**config.mk**
```make
export PLATFORM = sky130hd
export DESIGN_NAME = framebuffer_writer
export DESIGN_NICKNAME = d
export VERILOG_FILES = /design/src/rtl/framebuffer_writer.sv
export SDC_FILE = /design/constraint.sdc
export NUM_CORES = 1
export LEC_CHECK = 0
export ABC_AREA = 0
export BUFFER_PORTS_ARGS = -buffer_cell sky130_fd_sc_hd__buf_2
export CAP_MARGIN = 20
export CORE_MARGIN = 2
export CORE_UTILIZATION = 40
export CTS_CLUSTER_DIAMETER = 120
export DETAILED_ROUTE_END_ITERATION = 8
export PLACE_DENSITY = 0.69
export SLEW_MARGIN = 20
export SYNTH_ARGS = -nofsm -noshare
export SYNTH_HDL_FRONTEND = slang
export SYNTH_SLANG_ARGS = --single-unit
```
**constraint.sdc**
```tcl
create_clock -name o_clk -period 2.05 [get_ports o_clk]
set_input_delay 0 -clock o_clk [delete_from_list [all_inputs] [get_ports o_clk]]
set_output_delay 0 -clock o_clk [all_outputs]
set_load 0.02 [all_outputs]
```
**src/rtl/framebuffer_writer.sv**
```systemverilog
`default_nettype none
// ============================================================================
// Module   : framebuffer_writer
// Brief    : Packs an 8-bit grayscale pixel stream into 16-bit words (even
//            pixel in the low byte) and writes them to consecutive word
//            addresses of a frame buffer, tracking the row/column position.
//            A start-of-frame beat always restarts the frame at BASE_ADDR.
// Revision : 1.0 - initial release
// ============================================================================
module framebuffer_writer #(
  parameter logic [13:0] BASE_ADDR     = 14'h0000,
  parameter int          WORDS_PER_ROW = 64,
  parameter int          ROWS          = 256
) (
  input  logic        o_clk,
  input  logic        rst,
  input  logic        pixel_valid,
  input  logic [7:0]  pixel_data,
  input  logic        pixel_sof,
  output logic        pixel_ready,
  input  logic        mem_busy,
  output logic        mem_we,
  output logic [13:0] mem_addr,
  output logic [15:0] mem_wdata,
  output logic [7:0]  row,
  output logic [5:0]  col,
  output logic        frame_done,
  output logic        sof_err
);

  localparam logic [5:0] c_LAST_COL = 6'(WORDS_PER_ROW - 1);
  localparam logic [7:0] c_LAST_ROW = 8'(ROWS - 1);

  // IDLE waits for SOF, LOW expects the even pixel, HIGH the odd pixel,
  // WRITE holds the packed word on the memory port until it is taken.
  typedef enum logic [1:0] {
    S_IDLE  = 2'd0,
    S_LOW   = 2'd1,
    S_HIGH  = 2'd2,
    S_WRITE = 2'd3
  } state_t;

  state_t      r_state;
  logic        r_we;
  logic [13:0] r_addr;
  logic [15:0] r_wdata;
  logic [7:0]  r_row;
  logic [5:0]  r_col;
  logic        r_frame_done;
  logic        r_sof_err;

  logic        w_accept;
  logic        w_last_col;
  logic        w_last_word;

  // The stream is back-pressured only while a word is waiting on the memory.
  assign pixel_ready = (r_state != S_WRITE);
  assign w_accept    = pixel_valid & pixel_ready;
  assign w_last_col  = (r_col == c_LAST_COL);
  assign w_last_word = w_last_col && (r_row == c_LAST_ROW);

  assign mem_we      = r_we;
  assign mem_addr    = r_addr;
  assign mem_wdata   = r_wdata;
  assign row         = r_row;
  assign col         = r_col;
  assign frame_done  = r_frame_done;
  assign sof_err     = r_sof_err;

  // Frame-packing state machine with registered memory-port and status outputs.
  always_ff @(posedge o_clk or posedge rst) begin
    if (rst) begin
      r_state      <= S_IDLE;
      r_we         <= 1'b0;
      r_addr       <= BASE_ADDR;
      r_wdata      <= 16'h0000;
      r_row        <= 8'd0;
      r_col        <= 6'd0;
      r_frame_done <= 1'b0;
      r_sof_err    <= 1'b0;
    end else begin
      r_frame_done <= 1'b0;
      r_sof_err    <= 1'b0;
      case (r_state)
        S_IDLE: begin
          // Non-SOF beats are dropped until a frame starts.
          if (w_accept && pixel_sof) begin
            r_wdata[7:0] <= pixel_data;
            r_row        <= 8'd0;
            r_col        <= 6'd0;
            r_addr       <= BASE_ADDR;
            r_state      <= S_HIGH;
          end
        end

        S_LOW, S_HIGH: begin
          if (w_accept) begin
            if (pixel_sof) begin
              // Restart: any half-built word is abandoned, upper byte is
              // simply left to be overwritten by the next odd pixel.
              r_sof_err    <= 1'b1;
              r_wdata[7:0] <= pixel_data;
              r_row        <= 8'd0;
              r_col        <= 6'd0;
              r_addr       <= BASE_ADDR;
              r_state      <= S_HIGH;
            end else if (r_state == S_LOW) begin
              r_wdata[7:0] <= pixel_data;
              r_state      <= S_HIGH;
            end else begin
              r_wdata[15:8] <= pixel_data;
              r_we          <= 1'b1;
              r_state       <= S_WRITE;
            end
          end
        end

        S_WRITE: begin
          // The word is consumed on the first edge without mem_busy.
          if (!mem_busy) begin
            r_we <= 1'b0;
            if (w_last_word) begin
              r_frame_done <= 1'b1;
              r_row        <= 8'd0;
              r_col        <= 6'd0;
              r_addr       <= BASE_ADDR;
              r_state      <= S_IDLE;
            end else begin
              // Address runs as its own counter; 14-bit wrap is intended.
              r_addr <= r_addr + 14'd1;
              if (w_last_col) begin
                r_col <= 6'd0;
                r_row <= r_row + 8'd1;
              end else begin
                r_col <= r_col + 6'd1;
              end
              r_state <= S_LOW;
            end
          end
        end

        default: begin
          r_we    <= 1'b0;
          r_state <= S_IDLE;
        end
      endcase
    end
  end

endmodule
`default_nettype wire
```
* Yosys cells after proc, flatten, opt, wreduce, memory -nomap -nowiden *
Index checks and enable logic that the tools add are counted.

word-level totals
  bits of input ports = 13
  word-level logic and storage cells = 84
  output and inout bits = 48
  register bits = 49

operators by class
  bitwise operators = 3
  add/sub/neg operators = 3
  equal/unequal tests = 14
  reduce and logical (&&, ||, !) cells = 12
  mux-type cells = 43

operators with widths
  cell                                            number
  2-to-1 mux 8 bit                                10
  2-to-1 mux 14 bit                               5
  one-hot mux 14 bit (3 select lines)             1
  2-to-1 mux 6 bit                                6
  one-hot mux 8 bit (3 select lines)              1
  one-hot mux 6 bit (3 select lines)              1
  one-hot mux 8 bit (2 select lines)              1
  adder 14 x 1 -> 14 bit (second input constant)  1
  inequality test 2 bit (second input constant)   7
  2-to-1 mux 1 bit                                13
  AND reduction 4 bit                             3
  AND reduction 5 bit                             2
  adder 8 x 1 -> 8 bit (second input constant)    1
  == test 8 bit (second input constant)           1
  adder 6 x 1 -> 6 bit (second input constant)    1
  == test 6 bit (second input constant)           1
  2-to-1 mux 2 bit                                3
  inequality test 3 bit (second input constant)   2
  one-hot mux 2 bit (3 select lines)              1
  == test 2 bit (second input constant)           2
  nonzero test 2 bit                              2
  AND reduction 3 bit                             1
  == test 2 x 1 -> 1 bit (second input constant)  1
  logical AND 1 bit                               2
  other kinds (5)                                 6

* Logic depth before layout (Yosys ltp) *
Gate-level depths: netlist of the first run.

  depth in word-level cells = 5
  depth in mapped cells = 8
  gate-level depth less buffers = 6

* Worst setup path before layout of the first run *
No wires, ideal clock.

  kind = reg-to-reg
  from = register r_state[0]
  to = register r_addr[12] (netlist: mem_addr[12])
  buffers on the path = 1
  arrival time = 2050 ps
  required time = 1973 ps
  path slack = -77 ps
  clock period less this slack = 2127 ps
  cell stages (with the launch flop) = 8
  setup time = 77 ps
  cell sequence = dfrtp_1 inv_1 ha_1 o31a_1 or2_1 buf_6 or4b_1 a21oi_1

between the ends
  word-level cells in the longest chain between the ends = 5
  elaborated cells on any way between the ends = 14
  classes of those cells = 8 x eq/ne; 1 x mux; 1 x bitwise; 4 x reduce/logical

ends and longest elaborated chain
  element                                 line  RTL
  start: declaration                      43    state_t r_state;
  start signal: assignment                73    r_state <= S_IDLE;
  start signal: assignment                92    r_state <= S_HIGH;
  start signal: assignment                106   r_state <= S_HIGH;
  inequality test 2 bit                   57    assign pixel_ready = (r_state != S_WRITE);
  AND 1 bit                               58    assign w_accept = pixel_valid & pixel_ready;
  logical AND 1 bit                       87    if (w_accept && pixel_sof) begin
  inequality test 2 bit (no source line)  -
  AND reduction 4 bit (no source line)    -
  end signal: assignment                  130   r_addr <= r_addr + 14'd1;
  end: declaration                        45    logic [13:0] r_addr;

Several ways; a longest one is shown, not always the timed one.
A chain may end at the register's enable or synchronous reset.

* Worst setup path after layout of the first run *
  from = register r_state[0]
  to = register r_addr[11] (netlist: mem_addr[11])

Same word-level chain as after synthesis.

==> impl_results.html, run 1 <==
<table>
<tr><th>Metric</th><th>Value</th></tr>
<tr><th colspan="2">Yosys</th></tr>
<tr><td>Netlist Area Pre-Place</td><td>2460 um^2</td></tr>
<tr><td>Gate Count Post-Synth</td><td>240</td></tr>
<tr><td>Number of enable flip-flop cells after synthesis</td><td>0</td></tr>
<tr><td>Yosys warning total</td><td>0</td></tr>
<tr><td>Synthesized flop and latch total</td><td>49</td></tr>
<tr><td>Async set-or-reset flop fraction in the synthesized netlist</td><td>1.00</td></tr>
<tr><td>Synth cell types</td><td>48</td></tr>
<tr><td>Average footprint of a synthesized cell</td><td>10.3 um^2</td></tr>
<tr><td>Most common flop cell mapped by yosys</td><td>dfrtp_1</td></tr>
<tr><td>Syn_nets</td><td>259</td></tr>
<tr><td>Share of the yosys chip area belonging to registers</td><td>0.497</td></tr>
<tr><th colspan="2">Timing</th></tr>
<tr><td>Slew Limit Fails</td><td>0</td></tr>
<tr><td>Final worst path period need</td><td>1.98 ns</td></tr>
<tr><td>Setup skew after layout</td><td>0.00846 ns</td></tr>
<tr><td>Final number of hold-violating endpoints</td><td>0</td></tr>
<tr><td>Max Freq</td><td>505 MHz</td></tr>
<tr><td>Total negative slack for setup checks</td><td>0 ns</td></tr>
<tr><td>Slew at the pin closest to its max-slew limit</td><td>0.639 ns</td></tr>
<tr><td>Final critical-path share of the clock period</td><td>0.965</td></tr>
<tr><td>Final number of setup-violating endpoints</td><td>0</td></tr>
<tr><td>Rel. slew slack</td><td>0.574</td></tr>
<tr><td>Unrepaired setup endpoints after global routing</td><td>true</td></tr>
<tr><th colspan="2">Routing</th></tr>
<tr><td>Detail Route Antenna Nets</td><td>0</td></tr>
<tr><td>Overall via count from detail_route</td><td>2267</td></tr>
<tr><td>Violation count after the first detailed-route iteration</td><td>80</td></tr>
<tr><td>Number of iterations in the first detailed-routing pass</td><td>4</td></tr>
<tr><td>Vias/cell</td><td>5.45</td></tr>
<tr><td>Total routed wirelength</td><td>6.28 mm</td></tr>
<tr><td>Post-route DRC violation count</td><td>0</td></tr>
<tr><td>Routed len/inst</td><td>15.1 um</td></tr>
<tr><th colspan="2">Min path</th></tr>
<tr><td>Cell depth of the worst min-delay path</td><td>2</td></tr>
<tr><td>Min-Delay Startpoint</td><td>pixel_sof</td></tr>
<tr><td>Type of the most critical hold path</td><td>in -&gt; reg</td></tr>
<tr><td>End of the worst hold path</td><td>sof_err$_DFF_PP0_</td></tr>
<tr><th colspan="2">Floorplan</th></tr>
<tr><td>Die W</td><td>82.5 um</td></tr>
<tr><td>Row cnt</td><td>28</td></tr>
<tr><td>Die area</td><td>6810 um^2</td></tr>
<tr><td>Count of boundary I/O pins</td><td>61</td></tr>
<tr><td>Core Box Area</td><td>5960 um^2</td></tr>
<tr><td>Starting density of the core</td><td>0.414</td></tr>
<tr><td>Die Y-Extent</td><td>82.5 um</td></tr>
<tr><th colspan="2">Critical path</th></tr>
<tr><td>Top delay family on crit path</td><td>simple AND/OR/NAND/NOR gates</td></tr>
<tr><td>Data arrival at the endpoint of the critical path</td><td>2.22 ns</td></tr>
<tr><td>Buffers and inverters on the worst path</td><td>2</td></tr>
<tr><td>Worst r2r src</td><td>r_state[0]$_DFFE_PP0P_</td></tr>
<tr><td>Cell type of the slowest stage on the worst timing path</td><td>or4_4</td></tr>
<tr><td>Critical path's largest stage delay</td><td>0.49 ns</td></tr>
<tr><td>CP Capture Type</td><td>register</td></tr>
<tr><td>Critical path startpoint category</td><td>register</td></tr>
<tr><td>Worst EP required</td><td>2.30 ns</td></tr>
<tr><td>Number of cells on the worst reg-to-reg path</td><td>7</td></tr>
<tr><td>Flop2flop setup slack</td><td>0.07 ns</td></tr>
<tr><td>Reg-to-reg endpoint</td><td>mem_addr[11]$_DFFE_PP0P_</td></tr>
<tr><td>Series of cell instances along the critical path</td><td>inv_2 &gt; ha_4 &gt; o31a_1 &gt; or2_4 &gt; buf_6 &gt; or4_4 &gt; o21ai_1</td></tr>
<tr><td>Type of the worst setup path</td><td>reg -&gt; reg</td></tr>
<tr><td>Start point of the critical path</td><td>r_state[0]$_DFFE_PP0P_</td></tr>
<tr><td>Crit path max fanout</td><td>7</td></tr>
<tr><th colspan="2">Global route</th></tr>
<tr><td>Initial antenna violation count</td><td>0</td></tr>
<tr><td>Pin count of the biggest net entering global routing</td><td>50</td></tr>
<tr><td>Residual overflow from global routing</td><td>0</td></tr>
<tr><td>Number of global-route vias before repair</td><td>2162</td></tr>
<tr><td>Wire length of the first global-routing pass</td><td>10.1 mm</td></tr>
<tr><td>Tot GR Track Use</td><td>0.193</td></tr>
<tr><th colspan="2">Placed design</th></tr>
<tr><td>Placed Area</td><td>3040 um^2</td></tr>
<tr><td>Port bufs</td><td>60</td></tr>
<tr><td>HPWL after DPL</td><td>4.36 mm</td></tr>
<tr><td>RePlAce Congestion</td><td>0.818</td></tr>
<tr><th colspan="2">CTS</th></tr>
<tr><td>Max clock buf depth</td><td>2</td></tr>
<tr><td>TritonCTS clock tree</td><td>yes</td></tr>
<tr><td>Clock network latency to the later pin of the worst-skew pair</td><td>0.31 ns</td></tr>
<tr><td>Clock tree sinks</td><td>49</td></tr>
<tr><td>Number of buffers created by CTS</td><td>5</td></tr>
<tr><td>Clock transition at the registers of the reported paths</td><td>0.10 ns</td></tr>
<tr><td>CTS H-tree lvls</td><td>2</td></tr>
<tr><td>Buffer type at the clock tree root</td><td>clkbuf_8</td></tr>
<tr><th colspan="2">Final layout</th></tr>
<tr><td>Post-route cell area</td><td>3330 um^2</td></tr>
<tr><td>Fraction of layout instances using a drive strength above 1</td><td>0.387</td></tr>
<tr><td>Count of antenna diodes in the layout</td><td>0</td></tr>
<tr><td>Final layout net count</td><td>359</td></tr>
<tr><td>Layout overhead on the synthesized area</td><td>35.0%</td></tr>
<tr><th colspan="2">Power and ir drop</th></tr>
<tr><td>Leakage Power</td><td>1.62 nW</td></tr>
<tr><td>Power Density</td><td>1380 nW/um^2</td></tr>
<tr><td>VDD IR-drop max</td><td>0.000642 V</td></tr>
<tr><th colspan="2">Job</th></tr>
<tr><td>Max capacitance violation total</td><td>0</td></tr>
<tr><th colspan="2">Run status</th></tr>
<tr><td>Run status</td><td>finished clean</td></tr>
</table>
[cells in the final DEF (no fill, tap or decap), types with 2 or more instances in the layout]
cell / count
nand4_1: 6
nor3_1: 5
nor2_1: 19
dlygate4sd3_1: 9
buf_4: 28
xnor2_1: 2
clkbuf_8: 5
a21oi_1: 8
or4_1: 3
nand3_1: 12
bufinv_16: 2
buf_6: 3
nor4_1: 6
o21ai_1: 5
o31ai_1: 3
buf_2: 60
o31a_1: 2
nand4b_1: 2
and3_1: 6
o21ai_0: 16
nor2b_1: 2
mux2_2: 19
inv_1: 5
a22o_1: 5
ha_1: 5
inv_2: 3
dfrtp_1: 49
nand2_1: 20
[layer usage]
layer | GRT usage | up-vias | part of all wire | wire length (um)
li1 | - | 1091 | - | -
met1 | 0.244 | 1107 | 0.44 | 2740
met2 | 0.337 | 60 | 0.51 | 3200
met3 | 0.0304 | 9 | 0.040 | 251
met4 | 0.0590 | 0 | 0.014 | 86
met5 | 0 | - | 0 | 0
[cell usage after synthesis (2+ instances only)]
master,number,area (um^2)
dfrtp_1,49,1230
o21ai_0,21,105
nand2_1,20,75.1
mux2_2,19,214
nor2_1,19,71.3
nand3_1,12,60.1
a21oi_1,9,45.0
inv_1,8,30.0
and3_1,6,37.5
ha_1,6,75.1
nand4_1,6,37.5
nor4_1,6,37.5
a22o_1,5,43.8
clkbuf_1,5,18.8
nor3_1,5,25.0
o31ai_1,4,30.0
or4_1,4,30.0
nor2b_1,3,18.8
nand4b_1,2,17.5
o31a_1,2,17.5
xnor2_1,2,17.5
[worst reg2reg max path: stages (launching register included)]
cell     delay (ns)
dfrtp_1        0.40
inv_2          0.09
ha_4           0.21
o31a_1         0.25
or2_4          0.27
buf_6          0.14
or4_4          0.49
o21ai_1        0.08
[how the worst max path moves through the flow]
stage / endpoint / slack [ns] / depth (start not counted)
floorplan: mem_addr[12]$_DFFE_PP0P_ / 0.006 / 7
global placement: mem_addr[5]$_DFFE_PP0P_ / -0.02 / 7
detailed placement: row[6]$_DFFE_PP0P_ / -0.07 / 8
CTS: mem_wdata[0]$_DFFE_PP0P_ / 0.005 / 8
global route: mem_addr[11]$_DFFE_PP0P_ / 0.0005 / 7
finish: mem_addr[11]$_DFFE_PP0P_ / 0.07 / 7
[cell families after synthesis]
kind of cell               share of synthesized area
and+or+nand+nor                                0.201
AOI/OAI and AO/OA                              0.147
DFF                                            0.497
muxes                                         0.0909
buffers and inverters                         0.0264
adders and majority gates                     0.0305
xor gates and xnor gates                     0.00711
[registers in the layout (all words and copies together), names as in the netlist]
signal / flops
r_state: 2
col: 6
mem_we: 1
sof_err: 1
frame_done: 1
mem_addr: 14
mem_wdata: 16
row: 8
[power breakdown]
part	switching (W)	internal [W]	total [W]
Clock	0.000334	0.000485	0.000819
Combinational	0.00133	0.00108	0.00241
Sequential	0.000145	0.00121	0.00135
[repair_timing]
item                                    in CTS  in global routing
setup buffers                                3                  1
pin swaps                                    2                  4
endpoints found under the setup margin       9                 17
endpoints found under the hold margin       65                  0
hold buffers                                 9                  0
resized for setup                            4                 11
[per-stage QoR]
step / setup slack, ns / util / instances / hold slack (ns) / total power [W]
after floorplan: 0.00581 / - / 240 / 0.151 / 0.00277
after detailed placement: -0.0705 / 0.510 / 395 / 0.215 / 0.00360
final: 0.0717 / 0.559 / 416 / 0.0104 / 0.00458
after global placement: -0.0184 / 0.510 / 395 / 0.203 / 0.00354
after CTS: 0.00481 / 0.553 / 415 / 0.00206 / 0.00451
after global routing: 0.000481 / 0.559 / 416 / 0.00771 / 0.00488
[area by class of cell]
cell class | count | area (um^2)
Sequential cell | 49 | 1230
Fill cell | 529 | 2630
Inverter | 8 | 30.0
Clock buffer | 5 | 68.8
Clock inverter | 3 | 65.1
Tap cell | 75 | 93.8
Timing Repair Buffer | 100 | 634
Multi-Input combinational cell | 176 | 1210
(Power assumes the default switching activity.)
==> inputs of run 2 (changes only) <==
--- a/config.mk
+++ b/config.mk
@@ -12,7 +12,7 @@
 export CORE_UTILIZATION = 40
 export CTS_CLUSTER_DIAMETER = 120
 export DETAILED_ROUTE_END_ITERATION = 8
-export PLACE_DENSITY = 0.69
+export PLACE_DENSITY = 0.65
 export SLEW_MARGIN = 20
 export SYNTH_ARGS = -nofsm -noshare
 export SYNTH_HDL_FRONTEND = slang
==> run 2 against run 1 <==
Against the previous run:
- non-clock buffer count rose by 12
- first-iteration DRC count rose by 13%
- combinational power rose by 8%
- clock skew rose by 0.0029 ns
- cell area rose by 3.2%
- utilization rose by 1.8 points
- flip-flop and latch count did not move
- register-to-register slack barely moved
- critical path type unchanged
- sequential share of layout area fell by 1.1 points
- fmax fell by 0.19%
- routed wire length rose by 2.7%
- critical path depth fell by 1
==> impl_results.html, run 2 (synthesis gave the netlist of run 1 again) <==
<table>
<tr><th>Metric</th><th>Value</th></tr>
<tr><th colspan="2">Timing</th></tr>
<tr><td>Setup skew after layout</td><td>0.0113 ns (+0.00285 ns)</td></tr>
<tr><td>Final number of hold-violating endpoints</td><td>0 (unchanged)</td></tr>
<tr><td>Total negative slack for setup checks</td><td>0 ns (unchanged)</td></tr>
<tr><td>Max Freq</td><td>505 MHz (-0.19%)</td></tr>
<tr><td>Rel. slew slack</td><td>0.618 (+0.0435)</td></tr>
<tr><td>Final critical-path share of the clock period</td><td>0.967 (+0.00185)</td></tr>
<tr><td>Unrepaired setup endpoints after global routing</td><td>true</td></tr>
<tr><td>Slew at the pin closest to its max-slew limit</td><td>0.568 ns (-0.0713 ns)</td></tr>
<tr><td>Final worst path period need</td><td>1.98 ns (+0.00379 ns)</td></tr>
<tr><td>Slew Limit Fails</td><td>0 (unchanged)</td></tr>
<tr><td>Final number of setup-violating endpoints</td><td>0 (unchanged)</td></tr>
<tr><th colspan="2">Floorplan</th></tr>
<tr><td>Count of boundary I/O pins</td><td>61 (unchanged)</td></tr>
<tr><td>Die area</td><td>6810 um^2 (unchanged)</td></tr>
<tr><td>Core Box Area</td><td>5960 um^2 (unchanged)</td></tr>
<tr><td>Starting density of the core</td><td>0.414 (unchanged)</td></tr>
<tr><td>Die Y-Extent</td><td>82.5 um (unchanged)</td></tr>
<tr><td>Die W</td><td>82.5 um (unchanged)</td></tr>
<tr><td>Row cnt</td><td>28 (unchanged)</td></tr>
<tr><th colspan="2">Final layout</th></tr>
<tr><td>Area taken by flip-flops and latches</td><td>1230 um^2 (unchanged)</td></tr>
<tr><td># fillers</td><td>547 (+3.4%)</td></tr>
<tr><td>Multi-input gate area</td><td>1220 um^2 (+1.2%)</td></tr>
<tr><td>Most common cell after layout, fill and taps aside</td><td>buf_2</td></tr>
<tr><td>Top library cells by usage in the layout, fill and taps aside</td><td>buf_2, dfrtp_1, buf_4</td></tr>
<tr><td>Layout overhead on the synthesized area</td><td>39.2%</td></tr>
<tr><td>Final layout net count</td><td>372 (+3.6%)</td></tr>
<tr><td>Count of antenna diodes in the layout</td><td>0 (unchanged)</td></tr>
<tr><td>Final non-filler cell total</td><td>429 (+3.1%)</td></tr>
<tr><td>Number of flip-flops in the largest register</td><td>16 (unchanged)</td></tr>
<tr><td>Fraction of layout instances using a drive strength above 1</td><td>0.407 (+0.0197)</td></tr>
<tr><th colspan="2">Critical path</th></tr>
<tr><td>CP Capture Type</td><td>register</td></tr>
<tr><td>Worst EP required</td><td>2.29 ns (about the same)</td></tr>
<tr><td>Top delay family on crit path</td><td>simple AND/OR/NAND/NOR gates</td></tr>
<tr><td>Start point of the critical path</td><td>r_state[0]$_DFFE_PP0P_</td></tr>
<tr><td>Critical path startpoint category</td><td>register</td></tr>
<tr><td>Critical Path End</td><td>mem_addr[12]$_DFFE_PP0P_</td></tr>
<tr><td>Series of cell instances along the critical path</td><td>inv_2 &gt; ha_4 &gt; o31a_1 &gt; or2_4 &gt; or4b_1 &gt; a21oi_1</td></tr>
<tr><td>Reg-to-reg endpoint</td><td>mem_addr[12]$_DFFE_PP0P_</td></tr>
<tr><td>Worst r2r src</td><td>r_state[0]$_DFFE_PP0P_</td></tr>
<tr><td>Data arrival at the endpoint of the critical path</td><td>2.22 ns (about the same)</td></tr>
<tr><td>Flop2flop setup slack</td><td>0.07 ns (about the same)</td></tr>
<tr><td>Cell type of the slowest stage on the worst timing path</td><td>or4b_1</td></tr>
<tr><td>Buffers and inverters on the worst path</td><td>1 (-1)</td></tr>
<tr><td>Crit path max fanout</td><td>7 (unchanged)</td></tr>
<tr><td>Total stage count of the critical path</td><td>6 (-1)</td></tr>
<tr><td>Critical path's largest stage delay</td><td>0.51 ns (+0.02 ns)</td></tr>
<tr><td>Type of the worst setup path</td><td>reg -&gt; reg</td></tr>
<tr><td>Number of cells on the worst reg-to-reg path</td><td>6 (-1)</td></tr>
<tr><th colspan="2">Placed design</th></tr>
<tr><td>Placed Cells incl. Taps</td><td>402 (+1.8%)</td></tr>
<tr><td>RePlAce Congestion</td><td>0.849 (+3.8%)</td></tr>
<tr><td>HPWL after DPL</td><td>4.50 mm (+3.3%)</td></tr>
<tr><td>Port bufs</td><td>60 (unchanged)</td></tr>
<tr><th colspan="2">CTS</th></tr>
<tr><td>Clock transition at the registers of the reported paths</td><td>0.10 ns (about the same)</td></tr>
<tr><td>CTS H-tree lvls</td><td>2 (unchanged)</td></tr>
<tr><td>Clock tree sinks</td><td>49 (unchanged)</td></tr>
<tr><td>Max clock buf depth</td><td>2 (unchanged)</td></tr>
<tr><td>Number of buffers created by CTS</td><td>5 (unchanged)</td></tr>
<tr><td>Buffer type at the clock tree root</td><td>clkbuf_8</td></tr>
<tr><td>Clock network latency to the later pin of the worst-skew pair</td><td>0.31 ns (about the same)</td></tr>
<tr><td>TritonCTS clock tree</td><td>yes</td></tr>
<tr><th colspan="2">Job</th></tr>
<tr><td>Max capacitance violation total</td><td>0 (unchanged)</td></tr>
<tr><th colspan="2">Routing</th></tr>
<tr><td>Detail Route Antenna Nets</td><td>0 (unchanged)</td></tr>
<tr><td>Overall via count from detail_route</td><td>2337 (+3.1%)</td></tr>
<tr><td>Number of iterations in the first detailed-routing pass</td><td>4 (unchanged)</td></tr>
<tr><td>Violation count after the first detailed-route iteration</td><td>90 (+13%)</td></tr>
<tr><td>Vias/cell</td><td>5.45 (about the same)</td></tr>
<tr><td>Total routed wirelength</td><td>6.45 mm (+2.7%)</td></tr>
<tr><td>Routed len/inst</td><td>15.0 um (-0.44%)</td></tr>
<tr><td>Post-route DRC violation count</td><td>0 (unchanged)</td></tr>
<tr><th colspan="2">Power and ir drop</th></tr>
<tr><td>VDD IR-drop max</td><td>0.000691 V (+7.5%)</td></tr>
<tr><td>Power Density</td><td>1360 nW/um^2 (-1.3%)</td></tr>
<tr><td>Leakage Power</td><td>1.68 nW (+3.7%)</td></tr>
<tr><th colspan="2">Global route</th></tr>
<tr><td>Initial antenna violation count</td><td>0 (unchanged)</td></tr>
<tr><td>Residual overflow from global routing</td><td>0 (unchanged)</td></tr>
<tr><td>Tot GR Track Use</td><td>0.194 (+0.000967)</td></tr>
<tr><td>Wire length of the first global-routing pass</td><td>10.1 mm (-0.34%)</td></tr>
<tr><td>Number of global-route vias before repair</td><td>2151 (-0.51%)</td></tr>
<tr><td>Pin count of the biggest net entering global routing</td><td>27 (-46%)</td></tr>
<tr><th colspan="2">Run status</th></tr>
<tr><td>Run status</td><td>finished clean</td></tr>
<tr><th colspan="2">Min path</th></tr>
<tr><td>Type of the most critical hold path</td><td>in -&gt; reg</td></tr>
</table>
## run 2: stage by stage
stage / hold slack, ns / utilization / setup slack [ns] / power, W / cell area, um^2
after detailed placement: 0.0932 / 0.521 / -0.0814 / 0.00368 / 3100
after floorplan: 0.151 / - / 0.00581 / 0.00277 / 2480
final: 0.238 / 0.576 / 0.0679 / 0.00467 / 3430
after CTS: 0.246 / 0.560 / 0.00639 / 0.00447 / 3340
after global placement: 0.0852 / 0.521 / -0.0135 / 0.00364 / 3100
after global routing: 0.277 / 0.576 / -0.0519 / 0.00497 / 3430
## run 2: per-layer routing
layer | vias to the layer above | wire [um] | track usage
met4 | 0 | 101 | 0.0656
met1 | 1154 | 2870 | 0.247
li1 | 1115 | - | -
met2 | 58 | 3270 | 0.333
met5 | - | 0 | 0
met3 | 10 | 209 | 0.0315
## run 2: power breakdown
group	switching (W)	leakage [nW]	internal [W]	total [W]
Sequential	0.000129	0.640	0.00121	0.00134
Clock	0.000359	0.0591	0.000373	0.000732
Combinational	0.00141	0.979	0.00119	0.00260
## run 2: worst min-delay path by stage
stage                  startpoint                        end  slack, ns  cells past startpoint
finish                pixel_valid         mem_we$_DFFE_PP0P_       0.24                      5
global route          pixel_valid          sof_err$_DFF_PP0_       0.28                      4
CTS                   pixel_valid         mem_we$_DFFE_PP0P_       0.25                      5
detailed placement            rst   mem_addr[11]$_DFFE_PP0P_       0.09                      2
global placement              rst   mem_addr[13]$_DFFE_PP0P_       0.09                      2
floorplan           pixel_data[2]  mem_wdata[10]$_DFFE_PP0P_       0.15                      1
## run 2: timing repair
action | CTS | global route
pin swaps | 1 | 6
setup endpoints to repair | 16 | 26
cloned | 0 | 1
resized for setup | 2 | 12
hold buffers | 11 | 0
buffers inserted | 0 | 7
endpoints found under the hold margin | 41 | 0
## run 2: worst min-delay path, cell delays in order
cell	delay, ns
buf_2	0.09
nor2b_4	0.15
buf_4	0.13
a21oi_1	0.06
nor2_1	0.07
## run 2: area by class of cell
| type | count | share of cell area |
|---|---|---|
| clock inverter | 3 | 0.0139 |
| multi-input combinational | 177 | 0.357 |
| tap | 75 | 0.0273 |
| clock buffer | 5 | 0.0201 |
| timing repair buffer | 112 | 0.216 |
| inverter | 8 | 0.00875 |
| sequential | 49 | 0.357 |
==> inputs of run 3 (changes only) <==
--- a/config.mk
+++ b/config.mk
@@ -13,6 +13,7 @@
 export CTS_CLUSTER_DIAMETER = 120
 export DETAILED_ROUTE_END_ITERATION = 8
 export PLACE_DENSITY = 0.65
+export RECOVER_POWER = 100
 export SLEW_MARGIN = 20
 export SYNTH_ARGS = -nofsm -noshare
 export SYNTH_HDL_FRONTEND = slang
==> run 3 against run 2 <==
Against the previous run:
- via count is 0.90% lower
- power shrank 1.2%
- utilization down 1.2 points
- routed wire length rose by 0.79%
- setup slack lost 0.0019 ns
- clock power is essentially flat
- fmax barely moved
- flip-flop and latch count is the same
- critical path type unchanged
- critical endpoint unchanged
- largest power group unchanged
- highest routed layer unchanged
==> impl_results.html, run 3 (synthesis gave the netlist of run 1 again) <==
<table>
<tr><th>Metric</th><th>Value</th></tr>
<tr><th colspan="2">Placed design</th></tr>
<tr><td>Placed Area</td><td>3100 um^2 (unchanged)</td></tr>
<tr><td>HPWL after DPL</td><td>4.50 mm (unchanged)</td></tr>
<tr><td>RePlAce Congestion</td><td>0.849 (unchanged)</td></tr>
<tr><td>Port bufs</td><td>60 (unchanged)</td></tr>
<tr><td>Placed Cells incl. Taps</td><td>402 (unchanged)</td></tr>
<tr><th colspan="2">Power and ir drop</th></tr>
<tr><td>VDD IR-drop max</td><td>0.000675 V (-2.2%)</td></tr>
<tr><td>Post-layout power</td><td>0.00461 W (-1.2%)</td></tr>
<tr><td>Power Density</td><td>1370 nW/um^2 (+0.96%)</td></tr>
<tr><td>P_int</td><td>0.00271 W (-2.3%)</td></tr>
<tr><td>Switching share of power</td><td>0.413 (+0.00686)</td></tr>
<tr><td>Clk network pwr share</td><td>0.159 (+0.002)</td></tr>
<tr><td>Net switching power</td><td>0.00190 W (+0.50%)</td></tr>
<tr><td>Leakage Power</td><td>1.50 nW (-11%)</td></tr>
<tr><td>Power share of the sequential group</td><td>0.291 (+0.004)</td></tr>
<tr><td>Part of the power in combinational logic</td><td>0.550 (-0.007)</td></tr>
<tr><th colspan="2">Global route</th></tr>
<tr><td>Tot GR Track Use</td><td>0.194 (unchanged)</td></tr>
<tr><td>Number of global-route vias before repair</td><td>2151 (unchanged)</td></tr>
<tr><td>Wire length of the first global-routing pass</td><td>10.1 mm (unchanged)</td></tr>
<tr><td>Pin count of the biggest net entering global routing</td><td>27 (unchanged)</td></tr>
<tr><td>Residual overflow from global routing</td><td>0 (unchanged)</td></tr>
<tr><td>Initial antenna violation count</td><td>0 (unchanged)</td></tr>
<tr><th colspan="2">Critical path</th></tr>
<tr><td>Series of cell instances along the critical path</td><td>inv_2 &gt; ha_4 &gt; o31a_1 &gt; or2_4 &gt; or4b_1 &gt; a21oi_1</td></tr>
<tr><td>Data arrival at the endpoint of the critical path</td><td>2.23 ns (about the same)</td></tr>
<tr><td>Crit path max fanout</td><td>7 (unchanged)</td></tr>
<tr><td>Critical path's largest stage delay</td><td>0.51 ns (about the same)</td></tr>
<tr><td>CP Capture Type</td><td>register</td></tr>
<tr><td>Worst EP required</td><td>2.29 ns (about the same)</td></tr>
<tr><td>Buffers and inverters on the worst path</td><td>1 (unchanged)</td></tr>
<tr><td>Cell type of the slowest stage on the worst timing path</td><td>or4b_1</td></tr>
<tr><td>Type of the worst setup path</td><td>reg -&gt; reg</td></tr>
<tr><td>Top delay family on crit path</td><td>simple AND/OR/NAND/NOR gates</td></tr>
<tr><td>Critical path startpoint category</td><td>register</td></tr>
<tr><th colspan="2">CTS</th></tr>
<tr><td>Buffer type at the clock tree root</td><td>clkbuf_8</td></tr>
<tr><td>Clock network latency to the later pin of the worst-skew pair</td><td>0.31 ns (about the same)</td></tr>
<tr><td>Clock tree sinks</td><td>49 (unchanged)</td></tr>
<tr><td>Number of buffers created by CTS</td><td>5 (unchanged)</td></tr>
<tr><td>Clock transition at the registers of the reported paths</td><td>0.10 ns (about the same)</td></tr>
<tr><td>TritonCTS clock tree</td><td>yes</td></tr>
<tr><td>CTS H-tree lvls</td><td>2 (unchanged)</td></tr>
<tr><td>Max clock buf depth</td><td>2 (unchanged)</td></tr>
<tr><th colspan="2">Final layout</th></tr>
<tr><td>Final non-filler cell total</td><td>429 (unchanged)</td></tr>
<tr><td>Count of antenna diodes in the layout</td><td>0 (unchanged)</td></tr>
<tr><td># fillers</td><td>576 (+5.3%)</td></tr>
<tr><td>Fraction of layout instances using a drive strength above 1</td><td>0.274 (-0.133)</td></tr>
<tr><td>Layout overhead on the synthesized area</td><td>36.3%</td></tr>
<tr><td>Final layout net count</td><td>372 (unchanged)</td></tr>
<tr><td>Core occupancy in the finished layout</td><td>0.564 (-0.0122)</td></tr>
<tr><td>Most common cell after layout, fill and taps aside</td><td>dfrtp_1</td></tr>
<tr><td>Top library cells by usage in the layout, fill and taps aside</td><td>dfrtp_1, clkbuf_1, buf_4</td></tr>
<tr><td>Post-route cell area</td><td>3360 um^2 (-2.1%)</td></tr>
<tr><td>Number of flip-flops in the largest register</td><td>16 (unchanged)</td></tr>
<tr><th colspan="2">Run status</th></tr>
<tr><td>Run status</td><td>finished clean</td></tr>
<tr><th colspan="2">Routing</th></tr>
<tr><td>Violation count after the first detailed-route iteration</td><td>95 (+5.6%)</td></tr>
<tr><td>Vias/cell</td><td>5.40 (-0.90%)</td></tr>
<tr><td>Number of iterations in the first detailed-routing pass</td><td>4 (unchanged)</td></tr>
<tr><td>Overall via count from detail_route</td><td>2316 (-0.90%)</td></tr>
<tr><td>Detail Route Antenna Nets</td><td>0 (unchanged)</td></tr>
<tr><td>Total routed wirelength</td><td>6.50 mm (+0.79%)</td></tr>
<tr><td>Post-route DRC violation count</td><td>0 (unchanged)</td></tr>
<tr><td>Routed len/inst</td><td>15.2 um (+0.79%)</td></tr>
<tr><th colspan="2">Floorplan</th></tr>
<tr><td>Die W</td><td>82.5 um (unchanged)</td></tr>
<tr><td>Count of boundary I/O pins</td><td>61 (unchanged)</td></tr>
<tr><td>Row cnt</td><td>28 (unchanged)</td></tr>
<tr><td>Starting density of the core</td><td>0.414 (unchanged)</td></tr>
<tr><td>Die area</td><td>6810 um^2 (unchanged)</td></tr>
<tr><td>Die Y-Extent</td><td>82.5 um (unchanged)</td></tr>
<tr><td>Core Box Area</td><td>5960 um^2 (unchanged)</td></tr>
<tr><th colspan="2">Timing</th></tr>
<tr><td>Unrepaired setup endpoints after global routing</td><td>true</td></tr>
<tr><td>Total negative slack for setup checks</td><td>0 ns (unchanged)</td></tr>
<tr><td>Final number of hold-violating endpoints</td><td>0 (unchanged)</td></tr>
<tr><td>Setup skew after layout</td><td>0.0105 ns (-0.000849 ns)</td></tr>
<tr><td>Slew at the pin closest to its max-slew limit</td><td>0.945 ns (+0.377 ns)</td></tr>
<tr><td>Slew Limit Fails</td><td>0 (unchanged)</td></tr>
<tr><td>Rel. slew slack</td><td>0.369 (-0.248)</td></tr>
<tr><td>Final worst path period need</td><td>1.98 ns (+0.00186 ns)</td></tr>
<tr><td>Final critical-path share of the clock period</td><td>0.968 (about the same)</td></tr>
<tr><td>Final number of setup-violating endpoints</td><td>0 (unchanged)</td></tr>
<tr><td>Max Freq</td><td>504 MHz (about the same)</td></tr>
<tr><th colspan="2">Min path</th></tr>
<tr><td>Type of the most critical hold path</td><td>in -&gt; reg</td></tr>
<tr><th colspan="2">Job</th></tr>
<tr><td>Max capacitance violation total</td><td>0 (unchanged)</td></tr>
</table>
## run 3: cell count changes in the layout (fill, tap and decap cells not counted), sizes merged
cell and delta:
clkbuf +47, buf -47
## run 3: power groups by stage
stage          Combinational, W  Sequential, W  Clock (W)
2_1_floorplan           0.00114        0.00164          0
3_3_place_gp            0.00230        0.00134          0
3_5_place_dp            0.00234        0.00135          0
4_1_cts                 0.00239        0.00133   0.000749
5_1_grt                 0.00275        0.00138   0.000781
6_report                0.00254        0.00134   0.000732
## run 3: worst min-delay path, stage by stage
cell     delay, ns
buf_2         0.09
nor2b_4       0.15
buf_4         0.13
a21oi_1       0.05
nor2_1        0.07
## run 3: cell type report
class / instances / area [um^2] / area share
Tap cell: 75 / 93.8 / 0.0279
Sequential cell: 49 / 1230 / 0.365
Timing Repair Buffer: 112 / 669 / 0.199
Clock inverter: 3 / 47.5 / 0.0142
Inverter: 8 / 30.0 / 0.00894
Multi-Input combinational cell: 177 / 1220 / 0.364
Clock buffer: 5 / 68.8 / 0.0205
## run 3: worst paths after layout
| path | cells after the start | startpoint | slack [ns] | end |
|---|---|---|---|---|
| max in group asynchronous | 4 | rst | 0.46 | col[5]$_DFFE_PP0P_ |
| worst max register to register | 6 | r_state[0]$_DFFE_PP0P_ | 0.07 | mem_addr[12]$_DFFE_PP0P_ |
| worst max-delay path | 6 | r_state[0]$_DFFE_PP0P_ | 0.07 | mem_addr[12]$_DFFE_PP0P_ |
| min in group asynchronous | 3 | rst | 0.43 | mem_addr[8]$_DFFE_PP0P_ |
| worst min register to register | 1 | mem_wdata[3]$_DFFE_PP0P_ | 0.51 | mem_wdata[3]$_DFFE_PP0P_ |
| worst min-delay path | 5 | pixel_valid | 0.23 | mem_we$_DFFE_PP0P_ |
## run 3: timing repair
action | CTS | global route
buffers inserted | 0 | 7
hold buffers | 11 | 0
endpoints found under the setup margin | 16 | 26
gates cloned | 0 | 1
gates resized for setup | 2 | 12
pin swaps | 1 | 6
hold endpoints to repair | 41 | 0
## run 3: stage by stage
step | hold slack, ns | setup slack (ns)
after detailed placement | 0.0932 | -0.0814
after global placement | 0.0852 | -0.0135
after floorplan | 0.151 | 0.00581
after CTS | 0.246 | 0.00639
after global routing | 0.277 | -0.0519
final | 0.234 | 0.0660
## run 3: metal layers
| layer | up-vias | GRT usage | wire length [um] |
|---|---|---|---|
| met3 | 7 | 0.0315 | 181 |
| met4 | 0 | 0.0656 | 81 |
| met1 | 1151 | 0.247 | 2940 |
| li1 | 1116 | - | - |
| met5 | - | 0 | 0 |
| met2 | 42 | 0.333 | 3300 |
